### config.mk
export PLATFORM = sky130hd
export DESIGN_NAME = id_exe_reg_flat
export DESIGN_NICKNAME = d
export VERILOG_FILES = /design/src/rtl/id_exe_reg_if.sv /design/src/rtl/id_exe_reg.sv /design/src/flat_wrapper.sv
export SDC_FILE = /design/constraint.sdc
export NUM_CORES = 1
export LEC_CHECK = 0
export CAP_MARGIN = 10
export CORE_AREA = 2 2 144 146
export DETAILED_ROUTE_END_ITERATION = 7
export DIE_AREA = 0 0 146 148
export PLACE_DENSITY_LB_ADDON = 0.1
export SETUP_SLACK_MARGIN = 0.4
export SYNTH_ARGS = -nofsm -noshare
export SYNTH_HDL_FRONTEND = slang
export SYNTH_SLANG_ARGS = --single-unit
### constraint.sdc
create_clock -name clk -period 6.95 [get_ports clk]
set_input_delay 0.695 -clock clk [delete_from_list [all_inputs] [get_ports clk]]
set_output_delay 0.695 -clock clk [all_outputs]
set_load 0.03 [all_outputs]
### src/rtl/id_exe_reg_if.sv
// id_exe_reg_if -- ID/EXE pipeline boundary bundle.
//   ID_*             : decoded instruction entering the EXE stage
//   EXE_branch_taken : redirect from the EXE stage
//   mem_stall        : global freeze from the memory side
//   EXE_*            : registered instruction now in the EXE stage
//   load_use_stall   : freeze PC and IF/ID for one cycle
//   IF_ID_flush      : kill the IF/ID slot
//   stall_cnt        : saturating count of load-use bubbles
//   flush_cnt        : saturating count of branch bubbles
// master = pipeline control side, slave = id_exe_reg.
interface id_exe_reg_if;
    logic        ID_valid;
    logic [12:0] ID_ctrl;
    logic [31:0] ID_pc;
    logic [31:0] ID_imm;
    logic [31:0] ID_rs1_data;
    logic [31:0] ID_rs2_data;
    logic [4:0]  ID_rs1_addr;
    logic [4:0]  ID_rs2_addr;
    logic [4:0]  ID_rd_addr;
    logic [2:0]  ID_funct3;
    logic [6:0]  ID_funct7;
    logic        EXE_branch_taken;
    logic        mem_stall;

    logic        EXE_valid;
    logic [12:0] EXE_ctrl;
    logic [31:0] EXE_pc;
    logic [31:0] EXE_imm;
    logic [31:0] EXE_rs1_data;
    logic [31:0] EXE_rs2_data;
    logic [4:0]  EXE_rs1_addr;
    logic [4:0]  EXE_rs2_addr;
    logic [4:0]  EXE_rd_addr;
    logic [2:0]  EXE_funct3;
    logic [6:0]  EXE_funct7;
    logic        load_use_stall;
    logic        IF_ID_flush;
    logic [15:0] stall_cnt;
    logic [15:0] flush_cnt;

    modport master (
        output ID_valid, ID_ctrl, ID_pc, ID_imm, ID_rs1_data, ID_rs2_data,
               ID_rs1_addr, ID_rs2_addr, ID_rd_addr, ID_funct3, ID_funct7,
               EXE_branch_taken, mem_stall,
        input  EXE_valid, EXE_ctrl, EXE_pc, EXE_imm, EXE_rs1_data, EXE_rs2_data,
               EXE_rs1_addr, EXE_rs2_addr, EXE_rd_addr, EXE_funct3, EXE_funct7,
               load_use_stall, IF_ID_flush, stall_cnt, flush_cnt
    );

    modport slave (
        input  ID_valid, ID_ctrl, ID_pc, ID_imm, ID_rs1_data, ID_rs2_data,
               ID_rs1_addr, ID_rs2_addr, ID_rd_addr, ID_funct3, ID_funct7,
               EXE_branch_taken, mem_stall,
        output EXE_valid, EXE_ctrl, EXE_pc, EXE_imm, EXE_rs1_data, EXE_rs2_data,
               EXE_rs1_addr, EXE_rs2_addr, EXE_rd_addr, EXE_funct3, EXE_funct7,
               load_use_stall, IF_ID_flush, stall_cnt, flush_cnt
    );
endinterface

### src/rtl/id_exe_reg.sv
// id_exe_reg -- ID/EXE pipeline register with load-use hazard detection,
// branch flush and saturating stall/flush event counters.
//   clk : system clock, all state on the rising edge
//   rst : asynchronous active-low reset
//   bus : id_exe_reg_if.slave (ID inputs, EXE outputs, hazard/flush, counters)
// ctrl bit map: [12:10] ALU_Ctrl_op, [9] EXE_pc_sel, [8] ALU_rs2_sel,
// [7:6] branch_signal, [5] MEM_rd_sel, [4] DM_read, [3] DM_write,
// [2] reg_file_write, [1] reg_file_FP_write, [0] WB_data_sel.
module id_exe_reg (
    input logic         clk,
    input logic         rst,
    id_exe_reg_if.slave bus
);
    typedef enum logic [1:0] {
        ACT_LOAD,
        ACT_STALL,
        ACT_FLUSH,
        ACT_HOLD
    } act_e;

    act_e        act;

    logic        exe_valid;
    logic [12:0] exe_ctrl;
    logic [31:0] exe_pc;
    logic [31:0] exe_imm;
    logic [31:0] exe_rs1_data;
    logic [31:0] exe_rs2_data;
    logic [4:0]  exe_rs1_addr;
    logic [4:0]  exe_rs2_addr;
    logic [4:0]  exe_rd_addr;
    logic [2:0]  exe_funct3;
    logic [6:0]  exe_funct7;
    logic [15:0] stall_cnt;
    logic [15:0] flush_cnt;

    logic        dest_written;
    logic        rd_matches;
    logic        hazard;

    // FP loads always write (f0 is a real register); integer loads to x0 do not.
    assign dest_written = exe_ctrl[1] | (exe_ctrl[2] & (exe_rd_addr != 5'd0));
    assign rd_matches   = (exe_rd_addr == bus.ID_rs1_addr) | (exe_rd_addr == bus.ID_rs2_addr);
    assign hazard       = bus.ID_valid & exe_valid & exe_ctrl[4] & dest_written & rd_matches;

    always_comb begin
        act = ACT_LOAD;
        if (bus.mem_stall)
            act = ACT_HOLD;
        else if (bus.EXE_branch_taken)
            act = ACT_FLUSH;
        else if (hazard)
            act = ACT_STALL;
    end

    always_ff @(posedge clk or negedge rst) begin
        if (!rst) begin
            exe_valid    <= 1'b0;
            exe_ctrl     <= '0;
            exe_pc       <= '0;
            exe_imm      <= '0;
            exe_rs1_data <= '0;
            exe_rs2_data <= '0;
            exe_rs1_addr <= '0;
            exe_rs2_addr <= '0;
            exe_rd_addr  <= '0;
            exe_funct3   <= '0;
            exe_funct7   <= '0;
            stall_cnt    <= '0;
            flush_cnt    <= '0;
        end else begin
            case (act)
                ACT_LOAD: begin
                    exe_valid    <= bus.ID_valid;
                    exe_ctrl     <= bus.ID_valid ? bus.ID_ctrl : '0;
                    exe_pc       <= bus.ID_pc;
                    exe_imm      <= bus.ID_imm;
                    exe_rs1_data <= bus.ID_rs1_data;
                    exe_rs2_data <= bus.ID_rs2_data;
                    exe_rs1_addr <= bus.ID_rs1_addr;
                    exe_rs2_addr <= bus.ID_rs2_addr;
                    exe_rd_addr  <= bus.ID_rd_addr;
                    exe_funct3   <= bus.ID_funct3;
                    exe_funct7   <= bus.ID_funct7;
                end
                ACT_STALL: begin
                    exe_valid <= 1'b0;
                    exe_ctrl  <= '0;
                    if (stall_cnt != '1)
                        stall_cnt <= stall_cnt + 16'd1;
                end
                ACT_FLUSH: begin
                    exe_valid <= 1'b0;
                    exe_ctrl  <= '0;
                    if (flush_cnt != '1)
                        flush_cnt <= flush_cnt + 16'd1;
                end
                default: begin
                end
            endcase
        end
    end

    assign bus.EXE_valid      = exe_valid;
    assign bus.EXE_ctrl       = exe_ctrl;
    assign bus.EXE_pc         = exe_pc;
    assign bus.EXE_imm        = exe_imm;
    assign bus.EXE_rs1_data   = exe_rs1_data;
    assign bus.EXE_rs2_data   = exe_rs2_data;
    assign bus.EXE_rs1_addr   = exe_rs1_addr;
    assign bus.EXE_rs2_addr   = exe_rs2_addr;
    assign bus.EXE_rd_addr    = exe_rd_addr;
    assign bus.EXE_funct3     = exe_funct3;
    assign bus.EXE_funct7     = exe_funct7;
    assign bus.stall_cnt      = stall_cnt;
    assign bus.flush_cnt      = flush_cnt;
    assign bus.load_use_stall = hazard;
    assign bus.IF_ID_flush    = bus.EXE_branch_taken & ~bus.mem_stall;
endmodule

### src/flat_wrapper.sv
// flat-port wrapper written by rule: the top's interface ports become plain ports
module id_exe_reg_flat 
  (clk, rst, bus_ID_valid, bus_ID_ctrl, bus_ID_pc, bus_ID_imm, bus_ID_rs1_data, bus_ID_rs2_data, bus_ID_rs1_addr, bus_ID_rs2_addr, bus_ID_rd_addr, bus_ID_funct3, bus_ID_funct7, bus_EXE_branch_taken, bus_mem_stall, bus_EXE_valid, bus_EXE_ctrl, bus_EXE_pc, bus_EXE_imm, bus_EXE_rs1_data, bus_EXE_rs2_data, bus_EXE_rs1_addr, bus_EXE_rs2_addr, bus_EXE_rd_addr, bus_EXE_funct3, bus_EXE_funct7, bus_load_use_stall, bus_IF_ID_flush, bus_stall_cnt, bus_flush_cnt);
  id_exe_reg_if bus_i ();
  input logic clk;
  input logic rst;
  input wire logic [$bits(bus_i.ID_valid)-1:0] bus_ID_valid;
  input wire logic [$bits(bus_i.ID_ctrl)-1:0] bus_ID_ctrl;
  input wire logic [$bits(bus_i.ID_pc)-1:0] bus_ID_pc;
  input wire logic [$bits(bus_i.ID_imm)-1:0] bus_ID_imm;
  input wire logic [$bits(bus_i.ID_rs1_data)-1:0] bus_ID_rs1_data;
  input wire logic [$bits(bus_i.ID_rs2_data)-1:0] bus_ID_rs2_data;
  input wire logic [$bits(bus_i.ID_rs1_addr)-1:0] bus_ID_rs1_addr;
  input wire logic [$bits(bus_i.ID_rs2_addr)-1:0] bus_ID_rs2_addr;
  input wire logic [$bits(bus_i.ID_rd_addr)-1:0] bus_ID_rd_addr;
  input wire logic [$bits(bus_i.ID_funct3)-1:0] bus_ID_funct3;
  input wire logic [$bits(bus_i.ID_funct7)-1:0] bus_ID_funct7;
  input wire logic [$bits(bus_i.EXE_branch_taken)-1:0] bus_EXE_branch_taken;
  input wire logic [$bits(bus_i.mem_stall)-1:0] bus_mem_stall;
  output wire logic [$bits(bus_i.EXE_valid)-1:0] bus_EXE_valid;
  output wire logic [$bits(bus_i.EXE_ctrl)-1:0] bus_EXE_ctrl;
  output wire logic [$bits(bus_i.EXE_pc)-1:0] bus_EXE_pc;
  output wire logic [$bits(bus_i.EXE_imm)-1:0] bus_EXE_imm;
  output wire logic [$bits(bus_i.EXE_rs1_data)-1:0] bus_EXE_rs1_data;
  output wire logic [$bits(bus_i.EXE_rs2_data)-1:0] bus_EXE_rs2_data;
  output wire logic [$bits(bus_i.EXE_rs1_addr)-1:0] bus_EXE_rs1_addr;
  output wire logic [$bits(bus_i.EXE_rs2_addr)-1:0] bus_EXE_rs2_addr;
  output wire logic [$bits(bus_i.EXE_rd_addr)-1:0] bus_EXE_rd_addr;
  output wire logic [$bits(bus_i.EXE_funct3)-1:0] bus_EXE_funct3;
  output wire logic [$bits(bus_i.EXE_funct7)-1:0] bus_EXE_funct7;
  output wire logic [$bits(bus_i.load_use_stall)-1:0] bus_load_use_stall;
  output wire logic [$bits(bus_i.IF_ID_flush)-1:0] bus_IF_ID_flush;
  output wire logic [$bits(bus_i.stall_cnt)-1:0] bus_stall_cnt;
  output wire logic [$bits(bus_i.flush_cnt)-1:0] bus_flush_cnt;
  assign bus_i.ID_valid = bus_ID_valid;
  assign bus_i.ID_ctrl = bus_ID_ctrl;
  assign bus_i.ID_pc = bus_ID_pc;
  assign bus_i.ID_imm = bus_ID_imm;
  assign bus_i.ID_rs1_data = bus_ID_rs1_data;
  assign bus_i.ID_rs2_data = bus_ID_rs2_data;
  assign bus_i.ID_rs1_addr = bus_ID_rs1_addr;
  assign bus_i.ID_rs2_addr = bus_ID_rs2_addr;
  assign bus_i.ID_rd_addr = bus_ID_rd_addr;
  assign bus_i.ID_funct3 = bus_ID_funct3;
  assign bus_i.ID_funct7 = bus_ID_funct7;
  assign bus_i.EXE_branch_taken = bus_EXE_branch_taken;
  assign bus_i.mem_stall = bus_mem_stall;
  assign bus_EXE_valid = bus_i.EXE_valid;
  assign bus_EXE_ctrl = bus_i.EXE_ctrl;
  assign bus_EXE_pc = bus_i.EXE_pc;
  assign bus_EXE_imm = bus_i.EXE_imm;
  assign bus_EXE_rs1_data = bus_i.EXE_rs1_data;
  assign bus_EXE_rs2_data = bus_i.EXE_rs2_data;
  assign bus_EXE_rs1_addr = bus_i.EXE_rs1_addr;
  assign bus_EXE_rs2_addr = bus_i.EXE_rs2_addr;
  assign bus_EXE_rd_addr = bus_i.EXE_rd_addr;
  assign bus_EXE_funct3 = bus_i.EXE_funct3;
  assign bus_EXE_funct7 = bus_i.EXE_funct7;
  assign bus_load_use_stall = bus_i.load_use_stall;
  assign bus_IF_ID_flush = bus_i.IF_ID_flush;
  assign bus_stall_cnt = bus_i.stall_cnt;
  assign bus_flush_cnt = bus_i.flush_cnt;
  id_exe_reg u_core (.clk(clk), .rst(rst), .bus(bus_i));
endmodule
Yosys cells after proc, flatten, opt, wreduce, memory -nomap -nowiden --
Index checks and enable logic that the tools add are counted. Widths: inputs -> output; s select.
Storage, ports and cells: output and inout port bits 201, bits of input ports 171, word-level logic and storage cells 42, register bits 199
Operators by class: reductions and logical operators 6, $add $sub $neg 2, eq/ne operators 6, bitwise gates (word level) 9, multiplexer cells 6
Operators with widths (count):
- $add 16x1->16 const B | 2
- $ne 16x16->1 const B | 2
- $pmux 13 s2 | 1
- $mux 13 | 1
- $eq 5x5->1 | 2
- $and 1x1->1 | 6
- $reduce_bool 5->1 | 1
- $mux 2 | 2
- $reduce_and 2->1 | 2
- $eq 2x1->1 const B | 1
- $eq 2x2->1 const B | 1
- $logic_not 2->1 | 1
- $or 1x1->1 | 2
- $pmux 1 s2 | 1
- $reduce_bool 2->1 | 1
- $reduce_or 2->1 | 1
- $mux 1 | 1
- $not 1->1 | 1

Logic depth before layout (Yosys ltp) --
depth after elaboration 11, gate-level depth with buffers 9, mapped depth without buffers 9

Worst setup path before layout --
OpenSTA, ideal clock, no wires.
path type reg2reg, from register u_core.exe_rd_addr[0], in the netlist u_core.bus.EXE_rd_addr[0], to register u_core.exe_funct3[0], in the netlist u_core.bus.EXE_funct3[0], arrival time 2.695 ns, path buffers 3, clock period less this slack 2.820 ns, stages on the path, launching flop included 10, slack 4.130 ns, required time 6.825 ns, cells stage by stage dfrtp_1 > or4_1 > o21a_1 > o2111ai_2 > o31a_1 > ha_1 > clkbuf_1 > buf_2 > buf_2 > mux2_2
Between the ends: word-level cells in the longest chain between the ends 9
RTL lines:
- start: declaration | line id_exe_reg.sv:31 | logic [4:0] exe_rd_addr;
- start signal: assignment | line id_exe_reg.sv:82 | exe_rd_addr <= bus.ID_rd_addr;
- $reduce_bool 5->1 | line id_exe_reg.sv:42 | assign dest_written = exe_ctrl[1] | (exe_ctrl[2] & (exe_rd_addr != 5'd0));
- $and 1x1->1 | line id_exe_reg.sv:42
- $or 1x1->1 | line id_exe_reg.sv:42
- $and 1x1->1 | line id_exe_reg.sv:44 | assign hazard = bus.ID_valid & exe_valid & exe_ctrl[4] & dest_written & rd_matches;
- $and 1x1->1 (*) | line id_exe_reg.sv:44
- $mux 1 (*) | line id_exe_reg.sv:52 | else if (hazard)
- $mux 2 (*) | line id_exe_reg.sv:50 | else if (bus.EXE_branch_taken)
- $mux 2 (*) | line id_exe_reg.sv:48 | if (bus.mem_stall)
- $logic_not 2->1 (*) | line id_exe_reg.sv:72 | case (act)
- end signal: assignment | line id_exe_reg.sv:83 | exe_funct3 <= bus.ID_funct3;
- end: declaration | line id_exe_reg.sv:32 | logic [2:0] exe_funct3;
Mark *: on every way between the ends. The rest lies on a longest branch, timed or not. A chain may end at the register's enable or synchronous reset.

Worst setup path in the final report --
from register u_core.exe_rd_addr[0], in the netlist u_core.bus.EXE_rd_addr[0], to register u_core.exe_rs2_data[8], in the netlist u_core.bus.EXE_rs2_data[8]
Between the ends: word-level cells in the longest chain between the ends 9
RTL lines:
- $reduce_bool 5->1 | line id_exe_reg.sv:42
- $and 1x1->1 | line id_exe_reg.sv:42
- $or 1x1->1 | line id_exe_reg.sv:42
- $and 1x1->1 | line id_exe_reg.sv:44
- $and 1x1->1 (*) | line id_exe_reg.sv:44
- $mux 1 (*) | line id_exe_reg.sv:52
- $mux 2 (*) | line id_exe_reg.sv:50
- $mux 2 (*) | line id_exe_reg.sv:48
- $logic_not 2->1 (*) | line id_exe_reg.sv:72
- end signal: assignment | line id_exe_reg.sv:79 | exe_rs2_data <= bus.ID_rs2_data;
- end: declaration | line id_exe_reg.sv:28 | logic [31:0] exe_rs2_data;
Marked as above.

==> reports/metrics.yaml <==
sta:
  tns_ns: 0
  drv_slew: 0
  max-slew-margin-rel: 0.205
  fin_crit_ns: 3.68
  finalSetupViolCount: 0
  fin_ws_ns: 3.27
  tightest_slew_ns: 1.19
  fin_crit_sh: 0.530
  finClkSkew_ns: 0.0110
  clock.fmax_mhz: 272
  fin_hold_ws_ns: 0.417
  rsz0062_at_grt: "false"
  hold_viol: 0
final_layout:
  area_delta_synth_final_pct: 58.0
  final_common_cell: "clkdlybuf4s50_1"
  finalNetCount: 1074
  final_cell_mix: "370 x clkdlybuf4s50_1, 199 x dfrtp_1, 154 x mux2_2"
  fin_area_mm2: 0.0125
  final_layout_size_suffix_gt1_frac: 0.220
clock_tree:
  cts_made_buffers: 17
  h-tree-depth: 4
  clock-sinks: 199
  clock_latency_ns: 0.43
  cts_root_buffer: "clkbuf_16"
  cts_setup_buffers: 0
  cts_resized: 0
  cts_max_path_buffers: 2
  cts_tree: "built"
  holdBufCountCts: 0
  clkTransAtPathRegs_ns: 0.07
yosys:
  ys_types: 45
  mappedNetlistArea_mm2: 0.00790
  synth-compound-area-share: 0.0369
  synth-xor-area-share: 0.0410
  syn-num-nets: 701
  syn_inst: 525
  seq_area_frac_synth: 0.630
  yosys_warnings: 0
  synthAdderAreaFrac: 0.00792
  yosys.area_share.simple: 0.0477
  avgSynthCellArea_um2: 15.0
  yosys-mux-area-fraction: 0.221
  synth_top_family_by_area: "multiplexers"
  synth-seq-cells: 199
worst_setup_path:
  crit_fanout: 86
  crit_type: "flop to flop"
  end_kind: "flop"
  crit_start: "u_core.bus.EXE_rd_addr[0]"
  timing.rr.end: "u_core.bus.EXE_rs2_data[8]"
  start_kind: "flop"
  cpPeakStageDelay_ns: 0.94
  cp_slowest_cell: "ha_4"
  ff2ff_path_depth: 7
  required_ns: 7.27
  worstPathCellList: "or4_1 -> o21a_1 -> o2111ai_2 -> o31a_1 -> ha_4 -> buf_4 -> mux2_2"
  rrSetupSlack_ns: 3.27
  worst_ep_arrival_time_ns: 4.00
  rr_startpoint: "u_core.bus.EXE_rd_addr[0]"
  endpoint: "u_core.bus.EXE_rs2_data[8]"
die:
  initial_core_util: 0.394
  core_area_mm2: 0.0200
  dieWidth_um: 146
  io_pins: 372
  die_y_um: 148
  rows: 52
  dieArea_mm2: 0.0216
pwr:
  p_leak_nw: 5.11
  switching_share: 0.345
  total_power_mw: 3.72
  max-vdd-ir-drop_mv: 0.180
  comb_power_share: 0.338
  pwr-share-clk: 0.258
  p_switching_mw: 1.28
  pwr-share-seq: 0.403
  powerDensity_mw_per_mm2: 298
  internal_power_mw: 2.44
routing:
  antenna_left: 0
  drc: 0
  wirelength_um: 22800
  firstDrtPassIters: 4
  vias_per_cell: 4.86
  wl_per_cell_um: 19.3
  drtIter0Drc: 220
  vias: 5742
run_status:
  status: "completed"
flow_run:
  cap_violations: 0
placement:
  place_ws_ns: 2.82
  hpwl_um: 17200
  io_buffers: 371
  placed_cell_area_mm2: 0.0119
  place.gp.congestion: 0.827
grt:
  grt_overflow_total: 0
  grt_max_degree: 131
  grt_pass1_vias: 6277
  grt_util_all_layers: 0.213
  antenna_found_initial: 1
  grt_pass1_wl_um: 35500
min_path:
  hold_class: "input pin to asynchronous set/reset pin"
==> sequential cells by signal (all words and copies together) (netlist names) <==
name	count
u_core.bus.EXE_ctrl	13
u_core.bus.EXE_funct3	3
u_core.bus.EXE_funct7	7
u_core.bus.EXE_imm	32
u_core.bus.EXE_pc	32
u_core.bus.EXE_rd_addr	5
u_core.bus.EXE_rs1_addr	5
u_core.bus.EXE_rs1_data	32
u_core.bus.EXE_rs2_addr	5
u_core.bus.EXE_rs2_data	32
u_core.bus.EXE_valid	1
u_core.bus.flush_cnt	16
u_core.bus.stall_cnt	16
==> how the worst min path moves through the flow <==
stage                                    start                    endpoint  slack [ns]  cells after the start
floorplan                                  rst      u_core.bus.EXE_ctrl[0]        0.40                      0
global placement      u_core.bus.flush_cnt[15]    u_core.bus.flush_cnt[15]        0.48                      1
detailed placement  u_core.bus.EXE_rs2_data[1]  u_core.bus.EXE_rs2_data[1]        0.49                      1
CTS                                        rst       u_core.bus.EXE_pc[14]        0.48                      1
global route                               rst       u_core.bus.EXE_pc[14]        0.51                      1
finish                                     rst       u_core.bus.EXE_pc[14]        0.42                      1
==> critical path: cells and delay by family, from the launching register on <==
| family | cells | cell delay [ns] |
|---|---|---|
| DFF | 1 | 0.45 |
| muxes | 1 | 0.40 |
| and+or+nand+nor | 1 | 0.56 |
| adders and majority gates | 1 | 0.94 |
| AOI/OAI and AO/OA | 3 | 0.62 |
| buffers and inverters | 1 | 0.56 |
==> synth_stat cells (all sizes together) <==
master / number / area share
nand2b: 1 / 0.00079
a311oi: 1 / 0.0011
and4b: 1 / 0.0013
a22oi: 1 / 0.00095
and4: 3 / 0.0033
o2111ai: 2 / 0.0030
o41ai: 1 / 0.0035
clkbuf: 12 / 0.0057
mux2: 155 / 0.22
o211ai: 1 / 0.00095
or2: 1 / 0.00079
a21o: 1 / 0.00095
nand3: 9 / 0.0063
o21a: 1 / 0.00095
o31ai: 1 / 0.00095
a31oi: 1 / 0.00079
o31a: 1 / 0.0011
nand2: 14 / 0.0067
buf: 9 / 0.0057
xor2: 13 / 0.014
o41a: 2 / 0.0029
nor3b: 1 / 0.00095
ha: 5 / 0.0079
inv: 7 / 0.0033
and3: 5 / 0.0041
and2: 1 / 0.00079
a21oi: 1 / 0.00063
nor3: 7 / 0.0044
nand4: 12 / 0.010
or4: 2 / 0.0024
nand3b: 1 / 0.00095
xnor2: 24 / 0.027
nor4: 1 / 0.00079
dfrtp: 199 / 0.63
o21ai: 6 / 0.0038
nor2: 8 / 0.0038
a21boi: 1 / 0.00095
a22o: 13 / 0.014
==> power by group through the flow <==
stage	Combinational, mW	Clock, mW	Sequential [mW]
2_1_floorplan	0.239	0	1.91
3_3_place_gp	1.25	0	1.51
3_5_place_dp	1.27	0	1.53
4_1_cts	1.27	0.986	1.50
5_1_grt	1.32	1.04	1.53
6_report	1.26	0.961	1.50
==> logic make-up after synthesis <==
| family | Yosys count |
|---|---|
| XOR/XNOR | 37 |
| flip-flops | 199 |
| AO/OA/AOI/OAI | 34 |
| AND/OR/NAND/NOR | 67 |
| multiplexers | 155 |
| buffers and inverters | 28 |
| adder cells (fa/ha/maj) | 5 |
==> cell type report <==
type                       count  area (um^2)
inverter                       7         26.3
tap                          270          338
sequential                   199         4980
fill                        1604         7560
clock inverter                14          134
multi-input combinational    298         2820
antenna                        1         2.50
timing repair buffer         375         3750
clock buffer                  18          439
==> stage by stage <==
step,util,std cells
2_1_floorplan,-,525
3_3_place_gp,0.594,1149
3_5_place_dp,0.594,1149
4_1_cts,0.623,1181
5_1_grt,0.623,1182
6_report,0.623,1182
==> per-layer routing <==
layer | vias to the layer above | wire length, um | track usage
li1 | 2622 | - | -
met1 | 2842 | 8600 | 0.240
met2 | 242 | 11800 | 0.373
met3 | 36 | 1830 | 0.0738
met4 | 0 | 639 | 0.0840
met5 | - | 0 | 0
Note: power is estimated with default switching activity, not from simulation.
